`config.mk`:
```
export PLATFORM = sky130hd
export DESIGN_NAME = csr_trap_unit_flat
export DESIGN_NICKNAME = d
export VERILOG_FILES = /design/src/rtl/riscv_priv_pkg.sv /design/src/rtl/csr_trap_unit_if.sv /design/src/rtl/trap_status_calc.sv /design/src/rtl/csr_trap_unit.sv /design/src/flat_wrapper.sv
export SDC_FILE = /design/constraint.sdc
export NUM_CORES = 1
export LEC_CHECK = 0
export CAP_MARGIN = 10
export CORE_AREA = 10 10 204 206
export CTS_CLUSTER_DIAMETER = 60
export CTS_CLUSTER_SIZE = 12
export DETAILED_ROUTE_END_ITERATION = 10
export DIE_AREA = 0 0 214 216
export DONT_BUFFER_PORTS = 1
export GPL_TIMING_DRIVEN = 0
export HOLD_SLACK_MARGIN = 0.02
export PLACE_DENSITY_LB_ADDON = 0.25
export SLEW_MARGIN = 20
export SYNTH_ARGS = -nofsm -noshare
export SYNTH_HDL_FRONTEND = slang
export SYNTH_SLANG_ARGS = --single-unit
```
`constraint.sdc`:
```
create_clock -name clk_i -period 2.83 [get_ports clk_i]
set_input_delay 0.566 -clock clk_i [delete_from_list [all_inputs] [get_ports clk_i]]
set_output_delay 0.566 -clock clk_i [all_outputs]
set_load 0.005 [all_outputs]
```
`src/rtl/riscv_priv_pkg.sv`:
```
// Privilege-level encodings, mstatus layout and trap-unit types
// shared by the CSR trap/return sequencer.
package riscv_priv_pkg;

   localparam logic [1:0] PRIV_U = 2'b00;
   localparam logic [1:0] PRIV_S = 2'b01;
   localparam logic [1:0] PRIV_M = 2'b11;

   localparam int MST_SIE  = 1;
   localparam int MST_MIE  = 3;
   localparam int MST_SPIE = 5;
   localparam int MST_MPIE = 7;
   localparam int MST_SPP  = 8;
   localparam int MST_MPP  = 11;
   localparam int MST_TSR  = 22;

   // Bit positions inside the packed 7-bit status-set vector
   localparam int SET_SIE  = 0;
   localparam int SET_SPIE = 1;
   localparam int SET_SPP  = 2;
   localparam int SET_MIE  = 3;
   localparam int SET_MPIE = 4;
   localparam int SET_MPP  = 5;

   localparam logic [4:0] CAUSE_ILLEGAL_INST = 5'd2;
   localparam logic [4:0] CAUSE_ECALL_U      = 5'd8;
   localparam logic [4:0] CAUSE_ECALL_S      = 5'd9;
   localparam logic [4:0] CAUSE_ECALL_M      = 5'd11;

   typedef enum logic [1:0] {
      ST_IDLE,
      ST_COMMIT,
      ST_REDIRECT
   } state_e;

   typedef enum logic [1:0] {
      REQ_EXC,
      REQ_MRET,
      REQ_SRET
   } req_e;

   typedef struct packed {
      req_e        kind;
      logic [4:0]  cause;
      logic [31:0] pc;
      logic [1:0]  priv;
      logic [6:0]  status;
      logic        deleg;
      logic [31:0] mtvec;
      logic [31:0] stvec;
      logic [31:0] mepc;
      logic [31:0] sepc;
      logic [31:0] mcause;
      logic [31:0] scause;
   } snap_t;

endpackage

```
`src/rtl/csr_trap_unit_if.sv`:
```
// Pipeline-side request and redirect bundle of the trap unit.
interface csr_trap_unit_if;
   logic        excValid_i;
   logic [4:0]  excCause_i;
   logic [31:0] instPC_i;
   logic        mretValid_i;
   logic        sretValid_i;
   logic        flush_o;
   logic        redirectValid_o;
   logic [31:0] redirectPC_o;
   logic        busy_o;

   modport master (
      output excValid_i, excCause_i, instPC_i,
      output mretValid_i, sretValid_i,
      input  flush_o, redirectValid_o, redirectPC_o, busy_o
   );

   modport slave (
      input  excValid_i, excCause_i, instPC_i,
      input  mretValid_i, sretValid_i,
      output flush_o, redirectValid_o, redirectPC_o, busy_o
   );
endinterface

```
`src/rtl/trap_status_calc.sv`:
```
// Delegation, new status bits, EPC/cause, privilege and target PC
// computed from the snapshot of an accepted trap or xRET.
module trap_status_calc
   import riscv_priv_pkg::*;
#(
   parameter bit SUPPORT_S = 1'b1,
   parameter bit SUPPORT_U = 1'b1
) (
   input  snap_t       snap,
   output logic [6:0]  status_set,
   output logic [31:0] mepc_set,
   output logic [31:0] mcause_set,
   output logic [31:0] sepc_set,
   output logic [31:0] scause_set,
   output logic [1:0]  priv_set,
   output logic [31:0] target_pc
);

   logic to_s;
   logic unused_bits;

   assign to_s = SUPPORT_S && (snap.priv != PRIV_M) && snap.deleg;
   assign unused_bits = ^{snap.pc[0], snap.mtvec[1:0], snap.stvec[1:0]};

   always_comb begin
      status_set = snap.status;
      mepc_set   = snap.mepc;
      mcause_set = snap.mcause;
      sepc_set   = snap.sepc;
      scause_set = snap.scause;
      priv_set   = snap.priv;
      target_pc  = '0;
      unique case (snap.kind)
         REQ_EXC: begin
            if (to_s) begin
               status_set[SET_SPP]  = snap.priv[0];
               status_set[SET_SPIE] = snap.status[SET_SIE];
               status_set[SET_SIE]  = 1'b0;
               sepc_set   = {snap.pc[31:1], 1'b0};
               scause_set = {27'b0, snap.cause};
               priv_set   = PRIV_S;
               target_pc  = {snap.stvec[31:2], 2'b00};
            end else begin
               status_set[SET_MPP+:2] = snap.priv;
               status_set[SET_MPIE]   = snap.status[SET_MIE];
               status_set[SET_MIE]    = 1'b0;
               mepc_set   = {snap.pc[31:1], 1'b0};
               mcause_set = {27'b0, snap.cause};
               priv_set   = PRIV_M;
               target_pc  = {snap.mtvec[31:2], 2'b00};
            end
         end
         REQ_MRET: begin
            priv_set             = snap.status[SET_MPP+:2];
            status_set[SET_MIE]  = snap.status[SET_MPIE];
            status_set[SET_MPIE] = 1'b1;
            status_set[SET_MPP+:2] = SUPPORT_U ? PRIV_U : PRIV_M;
            target_pc = snap.mepc;
         end
         REQ_SRET: begin
            priv_set             = {1'b0, snap.status[SET_SPP]};
            status_set[SET_SIE]  = snap.status[SET_SPIE];
            status_set[SET_SPIE] = 1'b1;
            status_set[SET_SPP]  = 1'b0;
            target_pc = snap.sepc;
         end
         default: ;
      endcase
   end

endmodule

```
`src/rtl/csr_trap_unit.sv`:
```
// Trap-entry / xRET sequencer: snapshot, one-cycle CSR and privilege
// commit, then PC redirect with flush.
module csr_trap_unit
   import riscv_priv_pkg::*;
#(
   parameter bit SUPPORT_S = 1'b1,
   parameter bit SUPPORT_U = 1'b1
) (
   input  logic        clk_i,
   input  logic        reset_i,
   csr_trap_unit_if.slave pipe,
   input  logic [63:0] csrMStatus_i,
   input  logic [63:0] csrMedeleg_i,
   input  logic [31:0] csrMtvec_i,
   input  logic [31:0] csrStvec_i,
   input  logic [31:0] csrMepc_i,
   input  logic [31:0] csrSepc_i,
   input  logic [31:0] csrMCause_i,
   input  logic [31:0] csrSCause_i,
   input  logic [1:0]  privilege_i,
   output logic [6:0]  csrMStatusSet_o,
   output logic [31:0] csrMepcSet_o,
   output logic [31:0] csrMCauseSet_o,
   output logic [31:0] csrSepcSet_o,
   output logic [31:0] csrSCauseSet_o,
   output logic        csrTrapSetEn_o,
   output logic [1:0]  privilegeSet_o,
   output logic        privilegeSetEn_o
);

   state_e      state, state_n;
   snap_t       snap, snap_d;
   logic        req_any, illegal;
   req_e        kind;
   logic [4:0]  cause;
   logic [6:0]  status_set;
   logic [31:0] mepc_set, mcause_set, sepc_set, scause_set, target_pc;
   logic [1:0]  priv_set;
   logic        unused_mstatus;

   assign unused_mstatus = ^{csrMStatus_i[63:23], csrMStatus_i[21:13],
                             csrMStatus_i[10:9], csrMStatus_i[6],
                             csrMStatus_i[4], csrMStatus_i[2],
                             csrMStatus_i[0]};

   assign req_any = pipe.excValid_i | pipe.mretValid_i | pipe.sretValid_i;

   // Illegal xRETs are folded into an ordinary illegal-instruction trap
   always_comb begin
      illegal = 1'b0;
      kind    = REQ_EXC;
      cause   = pipe.excCause_i;
      if (pipe.excValid_i) begin
         kind = REQ_EXC;
      end else if (pipe.mretValid_i) begin
         kind    = REQ_MRET;
         illegal = privilege_i != PRIV_M;
      end else if (pipe.sretValid_i) begin
         kind    = REQ_SRET;
         illegal = !SUPPORT_S || privilege_i == PRIV_U ||
                   (privilege_i == PRIV_S && csrMStatus_i[MST_TSR]);
      end
      if (illegal) begin
         kind  = REQ_EXC;
         cause = CAUSE_ILLEGAL_INST;
      end
   end

   always_comb begin
      snap_d.kind   = kind;
      snap_d.cause  = cause;
      snap_d.pc     = pipe.instPC_i;
      snap_d.priv   = privilege_i;
      snap_d.status = {csrMStatus_i[MST_MPP+:2], csrMStatus_i[MST_MPIE],
                       csrMStatus_i[MST_MIE], csrMStatus_i[MST_SPP],
                       csrMStatus_i[MST_SPIE], csrMStatus_i[MST_SIE]};
      snap_d.deleg  = csrMedeleg_i[{1'b0, cause}];
      snap_d.mtvec  = csrMtvec_i;
      snap_d.stvec  = csrStvec_i;
      snap_d.mepc   = csrMepc_i;
      snap_d.sepc   = csrSepc_i;
      snap_d.mcause = csrMCause_i;
      snap_d.scause = csrSCause_i;
   end

   always_ff @(posedge clk_i) begin
      if (reset_i) snap <= '0;
      else if (state == ST_IDLE && req_any) snap <= snap_d;
   end

   always_ff @(posedge clk_i) begin
      if (reset_i) state <= ST_IDLE;
      else state <= state_n;
   end

   trap_status_calc #(
      .SUPPORT_S (SUPPORT_S),
      .SUPPORT_U (SUPPORT_U)
   ) u_calc (
      .snap       (snap),
      .status_set (status_set),
      .mepc_set   (mepc_set),
      .mcause_set (mcause_set),
      .sepc_set   (sepc_set),
      .scause_set (scause_set),
      .priv_set   (priv_set),
      .target_pc  (target_pc)
   );

   always_comb begin
      state_n              = state;
      csrMStatusSet_o      = '0;
      csrMepcSet_o         = '0;
      csrMCauseSet_o       = '0;
      csrSepcSet_o         = '0;
      csrSCauseSet_o       = '0;
      csrTrapSetEn_o       = 1'b0;
      privilegeSet_o       = '0;
      privilegeSetEn_o     = 1'b0;
      pipe.flush_o         = 1'b0;
      pipe.redirectValid_o = 1'b0;
      pipe.redirectPC_o    = '0;
      pipe.busy_o          = 1'b0;
      unique case (state)
         ST_IDLE: begin
            if (req_any) state_n = ST_COMMIT;
         end
         ST_COMMIT: begin
            csrMStatusSet_o  = status_set;
            csrMepcSet_o     = mepc_set;
            csrMCauseSet_o   = mcause_set;
            csrSepcSet_o     = sepc_set;
            csrSCauseSet_o   = scause_set;
            csrTrapSetEn_o   = 1'b1;
            privilegeSet_o   = priv_set;
            privilegeSetEn_o = 1'b1;
            pipe.flush_o     = 1'b1;
            pipe.busy_o      = 1'b1;
            state_n          = ST_REDIRECT;
         end
         ST_REDIRECT: begin
            pipe.flush_o         = 1'b1;
            pipe.redirectValid_o = 1'b1;
            pipe.redirectPC_o    = target_pc;
            pipe.busy_o          = 1'b1;
            state_n              = ST_IDLE;
         end
         default: state_n = ST_IDLE;
      endcase
   end

endmodule

```
`src/flat_wrapper.sv`:
```
// flat-port wrapper written by rule: the top's interface ports become plain ports
module csr_trap_unit_flat import riscv_priv_pkg::*;
#(
   parameter bit SUPPORT_S = 1'b1,
   parameter bit SUPPORT_U = 1'b1
)
  (clk_i, reset_i, csrMStatus_i, csrMedeleg_i, csrMtvec_i, csrStvec_i, csrMepc_i, csrSepc_i, csrMCause_i, csrSCause_i, privilege_i, csrMStatusSet_o, csrMepcSet_o, csrMCauseSet_o, csrSepcSet_o, csrSCauseSet_o, csrTrapSetEn_o, privilegeSet_o, privilegeSetEn_o, pipe_excValid_i, pipe_excCause_i, pipe_instPC_i, pipe_mretValid_i, pipe_sretValid_i, pipe_flush_o, pipe_redirectValid_o, pipe_redirectPC_o, pipe_busy_o);
  csr_trap_unit_if pipe_i ();
  input  logic clk_i;
  input  logic reset_i;
  input  logic [63:0] csrMStatus_i;
  input  logic [63:0] csrMedeleg_i;
  input  logic [31:0] csrMtvec_i;
  input  logic [31:0] csrStvec_i;
  input  logic [31:0] csrMepc_i;
  input  logic [31:0] csrSepc_i;
  input  logic [31:0] csrMCause_i;
  input  logic [31:0] csrSCause_i;
  input  logic [1:0] privilege_i;
  output logic [6:0] csrMStatusSet_o;
  output logic [31:0] csrMepcSet_o;
  output logic [31:0] csrMCauseSet_o;
  output logic [31:0] csrSepcSet_o;
  output logic [31:0] csrSCauseSet_o;
  output logic csrTrapSetEn_o;
  output logic [1:0] privilegeSet_o;
  output logic privilegeSetEn_o;
  input wire logic [$bits(pipe_i.excValid_i)-1:0] pipe_excValid_i;
  input wire logic [$bits(pipe_i.excCause_i)-1:0] pipe_excCause_i;
  input wire logic [$bits(pipe_i.instPC_i)-1:0] pipe_instPC_i;
  input wire logic [$bits(pipe_i.mretValid_i)-1:0] pipe_mretValid_i;
  input wire logic [$bits(pipe_i.sretValid_i)-1:0] pipe_sretValid_i;
  output wire logic [$bits(pipe_i.flush_o)-1:0] pipe_flush_o;
  output wire logic [$bits(pipe_i.redirectValid_o)-1:0] pipe_redirectValid_o;
  output wire logic [$bits(pipe_i.redirectPC_o)-1:0] pipe_redirectPC_o;
  output wire logic [$bits(pipe_i.busy_o)-1:0] pipe_busy_o;
  assign pipe_i.excValid_i = pipe_excValid_i;
  assign pipe_i.excCause_i = pipe_excCause_i;
  assign pipe_i.instPC_i = pipe_instPC_i;
  assign pipe_i.mretValid_i = pipe_mretValid_i;
  assign pipe_i.sretValid_i = pipe_sretValid_i;
  assign pipe_flush_o = pipe_i.flush_o;
  assign pipe_redirectValid_o = pipe_i.redirectValid_o;
  assign pipe_redirectPC_o = pipe_i.redirectPC_o;
  assign pipe_busy_o = pipe_i.busy_o;
  csr_trap_unit #(.SUPPORT_S(SUPPORT_S), .SUPPORT_U(SUPPORT_U)) u_core (.clk_i(clk_i), .reset_i(reset_i), .pipe(pipe_i), .csrMStatus_i(csrMStatus_i), .csrMedeleg_i(csrMedeleg_i), .csrMtvec_i(csrMtvec_i), .csrStvec_i(csrStvec_i), .csrMepc_i(csrMepc_i), .csrSepc_i(csrSepc_i), .csrMCause_i(csrMCause_i), .csrSCause_i(csrSCause_i), .privilege_i(privilege_i), .csrMStatusSet_o(csrMStatusSet_o), .csrMepcSet_o(csrMepcSet_o), .csrMCauseSet_o(csrMCauseSet_o), .csrSepcSet_o(csrSepcSet_o), .csrSCauseSet_o(csrSCauseSet_o), .csrTrapSetEn_o(csrTrapSetEn_o), .privilegeSet_o(privilegeSet_o), .privilegeSetEn_o(privilegeSetEn_o));
endmodule
```
# After elaboration in Yosys (flattened, before gate mapping)

Cells that the tools add are included.

Divide/modulo/power cells: 0
Mux-type cells: 38
Multipliers: 0
Equal/unequal tests: 8
Shift-type cells: 0
Order comparisons: 1
Reductions and logical operators: 8
Add/subtract/negate cells: 0
Bitwise logic cells: 2

Operators with widths:

| kind                                                                         | number |
|---|---|
| 32-bit two-way mux                                                           | 14 |
| 32-bit one-hot mux with 3 select lines                                       | 1 |
| 2-bit two-way mux                                                            | 7 |
| 4-bit one-hot mux with 2 select lines                                        | 1 |
| 5-bit by 7-bit less-than comparator with 1-bit output, second input constant | 1 |
| 1-bit two-way mux                                                            | 7 |
| 7-bit two-way mux                                                            | 1 |
| 2-bit by 1-bit == test with 1-bit output, second input constant              | 3 |
| 2-bit zero test                                                              | 3 |
| 2-bit one-hot mux with 3 select lines                                        | 1 |
| 3-bit one-hot mux with 2 select lines                                        | 1 |
| 1-bit binary-select mux with 5-bit select                                    | 1 |
| 5-bit two-way mux                                                            | 1 |
| 2-bit == test, second input constant                                         | 2 |
| 4-bit two-way mux                                                            | 1 |
| 2-bit != test, second input constant                                         | 2 |
| 2-bit one-hot mux with 2 select lines                                        | 1 |
| 1-bit logical AND                                                            | 3 |
| 3-bit two-way mux                                                            | 1 |
| 2-bit by 1-bit != test with 1-bit output, second input constant              | 1 |
| 1-bit OR                                                                     | 2 |
| 2-bit OR reduction                                                           | 1 |
| 1-bit logical OR                                                             | 1 |

ROM bits: 0
Latch bits: 0
Register bits: 243
Input port bits: 364
Logic and storage cells: 70
Memories: 0
Memory bits (writable): 0

# Depth between registers and ports, before layout

Depth after elaboration: 9
Gate-level depth with buffers: 8

# Cells and area by module

A second synthesis with hierarchy kept.

Cells, all modules: 1,549
Area total of the unflattened synthesis: 11,967.7 um2

Modules (own cells, without submodules):

| module           | times used | cells each | area an instance (um2) |
|---|---|---|---|
| csr_trap_unit    | 1          | 1,299      | 9,855.7 |
| trap_status_calc | 1          | 250        | 2,112.0 |

# Worst setup path after synthesis

Ideal clock, no wire load.

Path type: register to output
Start point: register, netlist name u_core.snap[239]
End point: output pipe_redirectPC_o[21]
Path slack: 0.696 ns
Stages on the path, launching flop included: 7
Data arrival time: 1.568 ns
Data required time: 2.264 ns
Cells stage by stage: dfxtp_1 > clkbuf_1 > nor3_2 > buf_2 > buf_1 > nand2_1 > a21oi_1

Cells in the longest elaborated chain, start to end: 3
Elaborated cells on any way between the ends: 5

Ends and longest elaborated chain:

| item                                     | line                   | RTL |
|---|---|---|
| 2-bit == test (tied with other cells)    | trap_status_calc.sv:33 | `unique case (snap.kind)` |
| 32-bit one-hot mux with 3 select lines * | trap_status_calc.sv:33 |  |
| 32-bit two-way mux *                     | csr_trap_unit.sv:124   | `unique case (state)` |
| end, declared                            | flat_wrapper.sv:35     | `output wire logic [$bits(pipe_i.redirectPC_o)-1:0] pipe_redirectPC_o;` |

Mark *: on every way between the ends. The rest lies on a longest branch, timed or not.

# Worst setup path after layout

Start point: register, netlist name u_core.snap[239]
End point: output pipe_redirectPC_o[30]

Cells in the longest elaborated chain, start to end: 3
Elaborated cells on any way between the ends: 5

Ends and longest elaborated chain:

| item                                     | line |
|---|---|
| 2-bit == test (tied with other cells)    | trap_status_calc.sv:33 |
| 32-bit one-hot mux with 3 select lines * | trap_status_calc.sv:33 |
| 32-bit two-way mux *                     | csr_trap_unit.sv:124 |

Marks and branches as above.

==> impl_metrics.py <==
metrics = {
    "placement": {
        "gp_congestion": 0.886,
        "dpl_cell_area_um2": 11600,
        "dpl.hpwl_mm": 43.0,
        "io_buffers": 0,
    },
    "synthesis": {
        "syn-cell-area_um2": 11000,
        "yosysWarnings": 0,
        "synth_ff_type": "dfxtp_1",
        "synth_top_area_cell": "dfxtp_1",
        "postSynthNetCount": 1908,
        "ys_seq_area_share_pct": 43.4,
        "synth_commonest_cells": "nand2_1, a21oi_1, dfxtp_1",
        "async_flop_share_pct": 0,
        "synth_area_leaders": "dfxtp_1, nand2_1, a21oi_1",
        "synth-edff-count": 0,
        "synth_cell_types": 45,
        "synth_top_area_share_pct": 43.4,
        "synth_cells": 1541,
        "synth_area_per_cell_um2": 7.12,
        "ys_ff_latch": 238,
        "synth.most_common_cell": "nand2_1",
    },
    "job": {
        "drv_cap": 0,
    },
    "layout": {
        "nFillCells": 4068,
        "fin_nets": 1954,
        "layout-drive-gt1-share_pct": 10.9,
        "final_area_um2": 13100,
        "syn2layout_area_growth_pct": 19.4,
    },
    "global_routing": {
        "antenna_found_initial": 8,
        "first_global_vias": 10900,
        "grt_max_degree": 15,
        "grt_overflow": 0,
        "track_usage_pct": 22.3,
        "grt_first_pass_wirelength_mm": 77.5,
    },
    "floorplan": {
        "core_area_um2": 37400,
        "ios": 538,
        "initial_core_util_pct": 29.4,
        "fp.dieW_um": 214,
        "die-area_um2": 46200,
        "die_h_um": 216,
        "rows": 71,
    },
    "critical_path": {
        "critical_path_class": "register to primary output",
        "worstPathCellList": "buf_8, nor2b_4, clkbuf_16, a222oi_1, a21oi_1",
        "crit_required_ns": 2.26,
        "end_kind": "primary output",
        "slowest_delay_ns": 0.68,
        "worstPathMaxFanout": 5,
        "cpMaxStageDelayCell": "a222oi_1",
        "arrival_ns": 2.25,
        "cp-start-kind": "register",
    },
    "power": {
        "p_leak_nw": 4.94,
        "powerDensity_nw_per_um2": 748,
        "p_comb_share_pct": 20.9,
        "pwr-share-seq_pct": 39.7,
        "switchingPower_mw": 3.23,
        "p_int_mw": 6.57,
        "power.share.clock_pct": 39.3,
        "switching_share_pct": 33.0,
        "peakVddDrop_v": 0.000433,
    },
    "clock_tree": {
        "numCtsBuffers": 29,
        "cts_root_buf": "clkbuf_16",
        "cts_max_level": 1,
        "cts_sinks": 238,
        "clk_pin_slew_ns": 0.07,
        "clk_path_buf_depth": 3,
        "insertion_delay_ns": 0.57,
        "postCtsHoldBufs": 0,
        "cts_tree": "yes",
    },
    "sta": {
        "finalMaxSlewViolations": 0,
        "worst_pin_slew_ns": 0.911,
        "hold_viol_final": 0,
        "whs_ns": 0.119,
        "fmax_mhz": 356,
        "slew_headroom_pct": 39.2,
        "clock_skew_ns": 0.0170,
        "fin_crit_ns": 2.81,
        "timing.final.crit_share_pct": 99.4,
        "rsz0062_at_grt": "true",
        "setup_viol_count_final": 0,
    },
    "detailed_routing": {
        "via_per_inst": 5.25,
        "wire_per_inst_um": 25.7,
        "vias": 11100,
        "drtIter0Drc": 955,
        "routed_wl_mm": 54.5,
        "first_pass_iters": 6,
        "drc": 0,
        "drtAntennaViolNets": 0,
    },
    "hold_path": {
        "hold_class": "primary input to register",
    },
    "status": {
        "status": "completed",
    },
}
layout make-up:
class	count	area [um2]	area share [%]
clock inverters	15	204	1.56
repair buffers	18	180	1.37
plain buffers	139	738	5.63
clock buffers	31	753	5.74
multi-input cells	1153	5780	44.1
inverters	8	30.0	0.229
diodes	7	17.5	0.134
flip-flops and latches	238	4770	36.4
well taps	511	639	4.88
cells by family after synthesis:
family	after synthesis	synth area share [%]
simple gates	734	27.0
compound gates	404	22.1
flops	238	43.4
buf+inv	150	5.42
mux	12	1.68
fa+ha+maj	3	0.342
through the flow:
step	power (mW)	utilization (%)	worst slack, ns	setup TNS [ns]	instances
global route	10.3	35.0	-0.0252	-0.0271	2117
CTS	9.86	34.7	-0.108	-0.217	2105
finish	9.80	35.1	0.0182	0	2120
floorplan	5.08	-	0.696	0	1541
detailed placement	5.87	31.1	-0.523	-19.25	2052
global placement	5.84	31.1	-0.546	-18.93	2052
power groups by stage:
stage / registers (mW) / clock network [mW] / logic [mW]
final: 3.89 / 3.86 / 2.05
after global routing: 3.93 / 4.06 / 2.27
after CTS: 3.89 / 3.93 / 2.04
after detailed placement: 3.95 / 0 / 1.91
after global placement: 3.95 / 0 / 1.89
after floorplan: 3.88 / 0 / 1.20
layout by cell type, fill, tap and decap left out, drive strengths merged, types with 2 or more instances in the layout:
cell type	instances
nand2b	4
nor2	9
a21oi	273
mux4	5
buf	41
a311oi	2
and3	57
clkinv	7
nand3	2
ha	3
a21boi	75
dfxtp	238
mux2i	6
bufinv	4
clkbuf	147
nor2b	8
nand4	3
diode	7
nand2	643
o21ai	8
a222oi	30
a22oi	5
inv	12
state kept, by name, indices dropped and copies added, names as in the netlist:
register      count
u_core.state      2
u_core.snap     236
path summary, 6_finish.rpt:
path	depth (start not counted)	endpoint	slack, ns	from
max	5	pipe_redirectPC_o[30]	0.02	u_core.snap[239]
min	2	u_core.snap[215]	0.12	pipe_instPC_i[13]
max reg2reg	7	u_core.snap[151]	0.20	u_core.state[0]
min reg2reg	2	u_core.snap[7]	0.45	u_core.snap[7]
critical path: cells and delay by family (launching register included):
family / cells / cell delay [ns]
AOI/OAI and AO/OA: 2 / 0.91
buffers and inverters: 2 / 0.28
DFF: 1 / 0.33
and+or+nand+nor: 1 / 0.16
repair_timing:
item,CTS,global route
gates resized for setup,161,42
pin swaps,6,9
buffers inserted,9,9
setup endpoints to repair,164,137
layer usage:
metal / wire length [um] / global-route usage (%) / share of wire (%)
met5: 8 / 0 / 0.015
met1: 21900 / 26.6 / 40
met3: 5100 / 7.40 / 9.4
met4: 1270 / 5.90 / 2.3
met2: 26200 / 37.7 / 48
Power figures use the tool's default switching activity.
